<file path="src/rtl/two_bit_demux.sv">
// two_bit_demux: 1-to-4 valid/ready demultiplexer with a one-entry holding register per channel.
// Per-channel accepted-word counters are built only when DEMUX_COUNT_EN is defined.
module two_bit_demux #(
    parameter int WIDTH       = 32,
    parameter int COUNT_WIDTH = 16
) (
    input  logic                     clk,
    input  logic                     reset,
    input  logic                     in_valid,
    output logic                     in_ready,
    input  logic [1:0]               in_dest,
    input  logic [WIDTH-1:0]         in_data,
    output logic [3:0]               out_valid,
    input  logic [3:0]               out_ready,
    output logic [4*WIDTH-1:0]       out_data,
    input  logic                     count_clr,
    output logic [4*COUNT_WIDTH-1:0] count_out
);

    // state | meaning
    // EMPTY | holding register free, out_valid[k]=0
    // FULL  | holding register holds an undelivered word, out_valid[k]=1
    typedef enum logic {
        EMPTY = 1'b0,
        FULL  = 1'b1
    } chan_state_e;

    chan_state_e      state_q [4];
    chan_state_e      state_d [4];
    logic [WIDTH-1:0] data_q  [4];
    logic [WIDTH-1:0] data_d  [4];

    logic       accept;
    logic [3:0] dest_sel;
    logic [3:0] accept_k;

    // A full channel can still take a word if its consumer drains it at the same edge.
    always_comb begin
        in_ready = (state_q[in_dest] == EMPTY) | out_ready[in_dest];
        accept   = in_valid & in_ready;
        dest_sel = 4'b0001 << in_dest;
        accept_k = accept ? dest_sel : 4'b0000;
    end

    always_comb begin
        for (int k = 0; k < 4; k++) begin
            state_d[k] = state_q[k];
            data_d[k]  = data_q[k];
            if (accept_k[k]) begin
                state_d[k] = FULL;
                data_d[k]  = in_data;
            end else if ((state_q[k] == FULL) && out_ready[k]) begin
                state_d[k] = EMPTY;
            end
        end
    end

    always_ff @(posedge clk or posedge reset) begin
        if (reset) begin
            for (int k = 0; k < 4; k++) begin
                state_q[k] <= EMPTY;
                data_q[k]  <= '0;
            end
        end else begin
            for (int k = 0; k < 4; k++) begin
                state_q[k] <= state_d[k];
                data_q[k]  <= data_d[k];
            end
        end
    end

    // Lanes expose the holding registers directly; data stays stale after a drain.
    always_comb begin
        out_valid = 4'b0000;
        out_data  = '0;
        for (int k = 0; k < 4; k++) begin
            out_valid[k]                 = (state_q[k] == FULL);
            out_data[k*WIDTH +: WIDTH]   = data_q[k];
        end
    end

`ifdef DEMUX_COUNT_EN
    logic [COUNT_WIDTH-1:0] count_q [4];
    logic [COUNT_WIDTH-1:0] count_d [4];

    // Clear wins over a same-cycle increment; counters wrap naturally.
    always_comb begin
        for (int k = 0; k < 4; k++) begin
            count_d[k] = count_q[k];
            if (count_clr) begin
                count_d[k] = '0;
            end else if (accept_k[k]) begin
                count_d[k] = count_q[k] + COUNT_WIDTH'(1);
            end
        end
    end

    always_ff @(posedge clk or posedge reset) begin
        if (reset) begin
            for (int k = 0; k < 4; k++) begin
                count_q[k] <= '0;
            end
        end else begin
            for (int k = 0; k < 4; k++) begin
                count_q[k] <= count_d[k];
            end
        end
    end

    always_comb begin
        count_out = '0;
        for (int k = 0; k < 4; k++) begin
            count_out[k*COUNT_WIDTH +: COUNT_WIDTH] = count_q[k];
        end
    end
`else
    logic unused_count_clr;

    assign unused_count_clr = count_clr;
    assign count_out        = '0;
`endif

endmodule

</file>
<file path="config.mk">
export PLATFORM = sky130hd
export DESIGN_NAME = two_bit_demux
export DESIGN_NICKNAME = d
export VERILOG_FILES = /design/src/rtl/two_bit_demux.sv
export SDC_FILE = /design/constraint.sdc
export NUM_CORES = 1
export LEC_CHECK = 0
export ABC_AREA = 0
export CORE_MARGIN = 3
export CORE_UTILIZATION = 40
export CTS_CLUSTER_DIAMETER = 50
export DETAILED_ROUTE_END_ITERATION = 16
export MAX_ROUTING_LAYER = met4
export PLACE_DENSITY = 0.77
export SYNTH_ARGS = -nofsm -noshare
export SYNTH_HDL_FRONTEND = slang
export SYNTH_SLANG_ARGS = --single-unit
</file>
<file path="constraint.sdc">
create_clock -name clk -period 5.11 [get_ports clk]
set_input_delay 0.511 -clock clk [delete_from_list [all_inputs] [get_ports clk]]
set_output_delay 0.511 -clock clk [all_outputs]
set_load 0.02 [all_outputs]
</file>
Word level (Yosys, flattened, before mapping)

Cells that the tools add are included.

Magnitude comparators: 2
Shift-type cells: 1
Multiplexer cells: 14
Bitwise operators: 4
Reduce and logical (&&, ||, !) cells: 8

Operators with widths:

| operator                                                                      | count |
|---|---|
| 1-bit 2-to-1 mux                                                              | 11 |
| 2-bit nonzero test                                                            | 4 |
| 1-bit binary-select mux with 2-bit select                                     | 2 |
| 1-bit logical AND                                                             | 4 |
| 4-bit 2-to-1 mux                                                              | 1 |
| 1-bit by 2-bit << shifter with 4-bit output (first input constant)            | 1 |
| 3-bit >= comparator (second input constant)                                   | 1 |
| 2-bit by 3-bit less-than comparator with 1-bit output (second input constant) | 1 |
| 2-bit inverter with 3-bit output                                              | 1 |
| 1-bit AND                                                                     | 1 |
| 1-bit inverter                                                                | 1 |
| 1-bit OR                                                                      | 1 |

Register bits after elaboration: 132
Input bits: 42
Output and inout port bits: 197
Word-level logic and storage cells: 37

Depth between registers and ports, before layout

Depth in word-level cells: 9
Gate-level depth with buffers: 5
Depth with buffers taken out: 3

Least setup slack after synthesis

OpenSTA, ideal clock, no wires.

Path kind: input port to output port
From: in out_ready[0]
To: out in_ready
Arrival time: 1.203 ns
Data required time: 4.599 ns
Slack: 3.396 ns
Stages on the path: 2
Buffers on the path: 0
Path through: nand2b_1 -> mux4_2

Longest elaborated chain between the ends: 3

RTL lines:

| what                                      | RTL line | source |
|---|---|---|
| from (decl)                               | 14       | `input logic [3:0] out_ready,` |
| 1-bit binary-select mux with 2-bit select | 39       | `in_ready = (state_q[in_dest] == EMPTY) \| out_ready[in_dest];` |
| 1-bit 2-to-1 mux (not written as such)    | 39       |  |
| 1-bit OR                                  | 39       |  |
| to (decl)                                 | 10       | `output logic in_ready,` |

Every way passes these cells. The select of a mux whose other input is x is not followed.

Worst setup path in the final report

From: in in_dest[0]
To: out in_ready

Longest elaborated chain between the ends: 6
Elaborated cells on any way between the ends: 8
Classes of those cells: mux: 5; bitwise: 3

RTL lines:

| what                                                   | RTL line | source |
|---|---|---|
| from (decl)                                            | 11       | `input logic [1:0] in_dest,` |
| 2-bit inverter with 3-bit output (not written as such) | 39       |  |
| 1-bit binary-select mux with 2-bit select              | 39       |  |
| 1-bit 2-to-1 mux (not written as such) (2 in series)   | 39       |  |
| 1-bit inverter                                         | 39       |  |
| 1-bit OR (*)                                           | 39       |  |

Every way passes the cells marked *; elsewhere a longest branch is shown, timed or not. The select of a mux whose other input is x is not followed.

==> summary.txt <==
Status
  – Status: complete, no violations

Cells and area
  – Area grow syn2layout: 40.5%
  – Register area: 3300 sq um
  – Layout cells sized above 1: 29.3%
  – Ant diodes: 0
  – Non-Filler Instances: 722
  – Layout fillers: 1080
  – Layout Nets: 579
  – Area of the multi-input gates: 1820 sq um

Route
  – Avg WL per Cell: 17.0 microns
  – DRC Markers: 0
  – Detailed Route Iter0 Violations: 102
  – Post-DR vias/cell: 4.57
  – DR vias: 3301
  – Routed WL: 12.3 mm
  – Post-DRT Antenna Nets: 0
  – First-pass DRT Iterations: 5

Worst setup path
  – Critical-path maximum fanout: 4
  – Startpoint Class: input port
  – Slowest CP cell: clkdlybuf4s50_1
  – Crit path DAT: 2.14 ns
  – Critical Path Max Stage Delay: 0.58 ns
  – CP Class: in -> out
  – CP cell instances: clkdlybuf4s50_1 > mux4_2 > clkdlybuf4s50_1
  – Most used cell, CP: clkdlybuf4s50_1
  – Worst EP required: 4.60 ns
  – CP Capture Type: output port

CTS
  – CTS Buf Count: 17
  – Post-CTS Hold Fix Bufs: 0
  – H-tree depth: 4
  – Post-CTS repair timing setup buffer count: 0
  – Clock Tree Root: clkbuf_16
  – CTS max path bufs: 2
  – Clock transition at the registers of the reported paths: 0.05 ns
  – Post-CTS resize count: 0
  – Sink Count: 132
  – CTS tree: done
  – Clk Latency, worst-skew pair: 0.41 ns

Floorplan
  – Die height: 123 microns
  – Core area: 13300 sq um
  – # rows: 42
  – Die span in x: 123 microns
  – Ports: 239
  – Initial Utilization: 41.1%
  – Die ar.: 15100 sq um

Synth
  – Synth unique cells: 18
  – Top area cells in the synthesized netlist: dfrtp_1, mux2_2, buf_4, buf_6, mux2_1
  – Synthesized area: 5460 sq um
  – Syn avg cell area: 15.3 sq um
  – Ys Warns: 0
  – Post-Synthesis Cells: 357
  – Top-area cell type share of the netlist area: 60.5%
  – Synth area leader: dfrtp_1
  – Seq cells post-synth: 132
  – Sequential area share after synthesis: 60.5%

STA
  – RSZ-0062 raised after global routing: false
  – Relative slew slack: 23.8%
  – Final Critical Period: 2.65 ns
  – Clock Skew: 0.00560 ns
  – Post-route setup TNS: 0 ns
  – Pins Over Slew Limit: 0
  – Max frequency: 377 MHz
  – # setup viols final: 0
  – Crit share post-route: 51.9%
  – Worst-Margin Slew: 1.14 ns
  – Final Hold Viols: 0

GRT
  – Initial antenna violation count: 0
  – Vias in the first global route: 3544
  – Total GRT Usage: 17.6%
  – Largest net degree at the start of global routing: 50
  – GRT overflow: 0
  – First-pass GRT wire length: 19.1 mm

Placed design
  – I/O Buffers: 173
  – Placed cell count: 694
  – RePlAce Congestion: 0.703
  – DP HPWL: 8.63 mm

Pwr
  – VDD IR max: 317 uV
  – LEAKAGE: 0.00332 uW
  – Pwr/cell area: 475 nW/um^2

Run
  – Max Cap Viol: 0

Min path
  – Min-delay worst type: reg -> reg
metrics by stage:
step                power (uW)  hold WS, ns  instance area, sq um  utilization (%)  worst slack, ns
global placement          2470        0.467                  7100             53.4             2.10
finish                    3640        0.494                  7670             57.7             2.46
detailed placement        2500        0.483                  7100             53.4             2.08
CTS                       3680        0.499                  7670             57.7             2.44
floorplan                 1970        0.609                  5700                -             1.07
global route              3810        0.508                  7670             57.7             2.40
routing by layer:
layer | vias to the layer above | GRT usage (%) | routed length, microns
met5 | - | - | 0
met1 | 1671 | 19.9 | 4880
met2 | 162 | 28.0 | 6050
li1 | 1453 | - | -
met4 | 0 | 5.67 | 165
met3 | 15 | 7.70 | 1190
cell usage in the layout, fill, tap and decap left out:
| cell | count |
|---|---|
| nor2b_4 | 1 |
| nor2b_1 | 1 |
| mux4_2 | 1 |
| conb_1 | 64 |
| clkdlybuf4s50_1 | 173 |
| nor3b_4 | 1 |
| nand2b_1 | 4 |
| inv_4 | 1 |
| clkbuf_1 | 1 |
| nand3_1 | 1 |
| clkinv_2 | 3 |
| nand3b_2 | 1 |
| mux2_1 | 4 |
| clkbuf_8 | 5 |
| o21ai_0 | 1 |
| dfrtp_1 | 132 |
| mux2_2 | 124 |
| nand2_1 | 5 |
| clkbuf_16 | 17 |
| bufinv_16 | 2 |
| buf_4 | 3 |
| and3_2 | 1 |
worst max-delay path, delay by kind of cell:
kind	cells	cell delay (ns)
mux	1	0.51
buf+inv	2	1.12
registers in the layout (all words and copies together), names as in the netlist:
name / count
out_valid: 4
out_data: 128
where the power goes:
| part | internal [uW] | switching, uW | total, uW |
|---|---|---|---|
| Combinational | 556 | 533 | 1090 |
| Sequential | 1260 | 117 | 1380 |
| Clock | 768 | 403 | 1170 |
| Total | 2590 | 1050 | 3640 |
layout make-up:
cell class / count / area share (%)
timing repair buffer: 176 / 22.9
clock inverter: 5 / 0.978
multi-input combinational: 209 / 23.7
inverter: 1 / 0.0815
tap: 176 / 2.87
sequential: 132 / 43.1
clock buffer: 23 / 6.49
cells by family (layout without fill, tap and decap cells):
kind of cell           after synthesis  count (layout)  synth area share [%]
AO/OA/AOI/OAI                        1               1                0.0916
AND/OR/NAND/NOR                     15              15                  1.67
buffers and inverters               79             205                  10.8
flip-flops                         132             132                  60.5
multiplexers                       129             129                  26.8
other                                1              64                0.0687
worst paths after layout:
path,start,to,slack (ns),cells after the start
min reg2reg,out_data[57],out_data[57],0.49,1
max reg2reg,out_valid[1],out_data[63],2.87,4
max,in_dest[0],in_ready,2.46,3
min,out_data[57],out_data[57],0.49,1
max in group asynchronous,reset,out_data[85],3.53,3
min in group asynchronous,reset,out_data[17],0.54,2
synthesized netlist by cell type, drive strengths merged:
library cell,number
dfrtp,132
mux2,128
buf,77
nand2,5
nand2b,4
nor2b,2
and3,1
clkbuf,1
conb,1
inv,1
mux4,1
nand3,1
nand3b,1
nor3b,1
o21ai,1
Power figures use the tool's default switching activity.
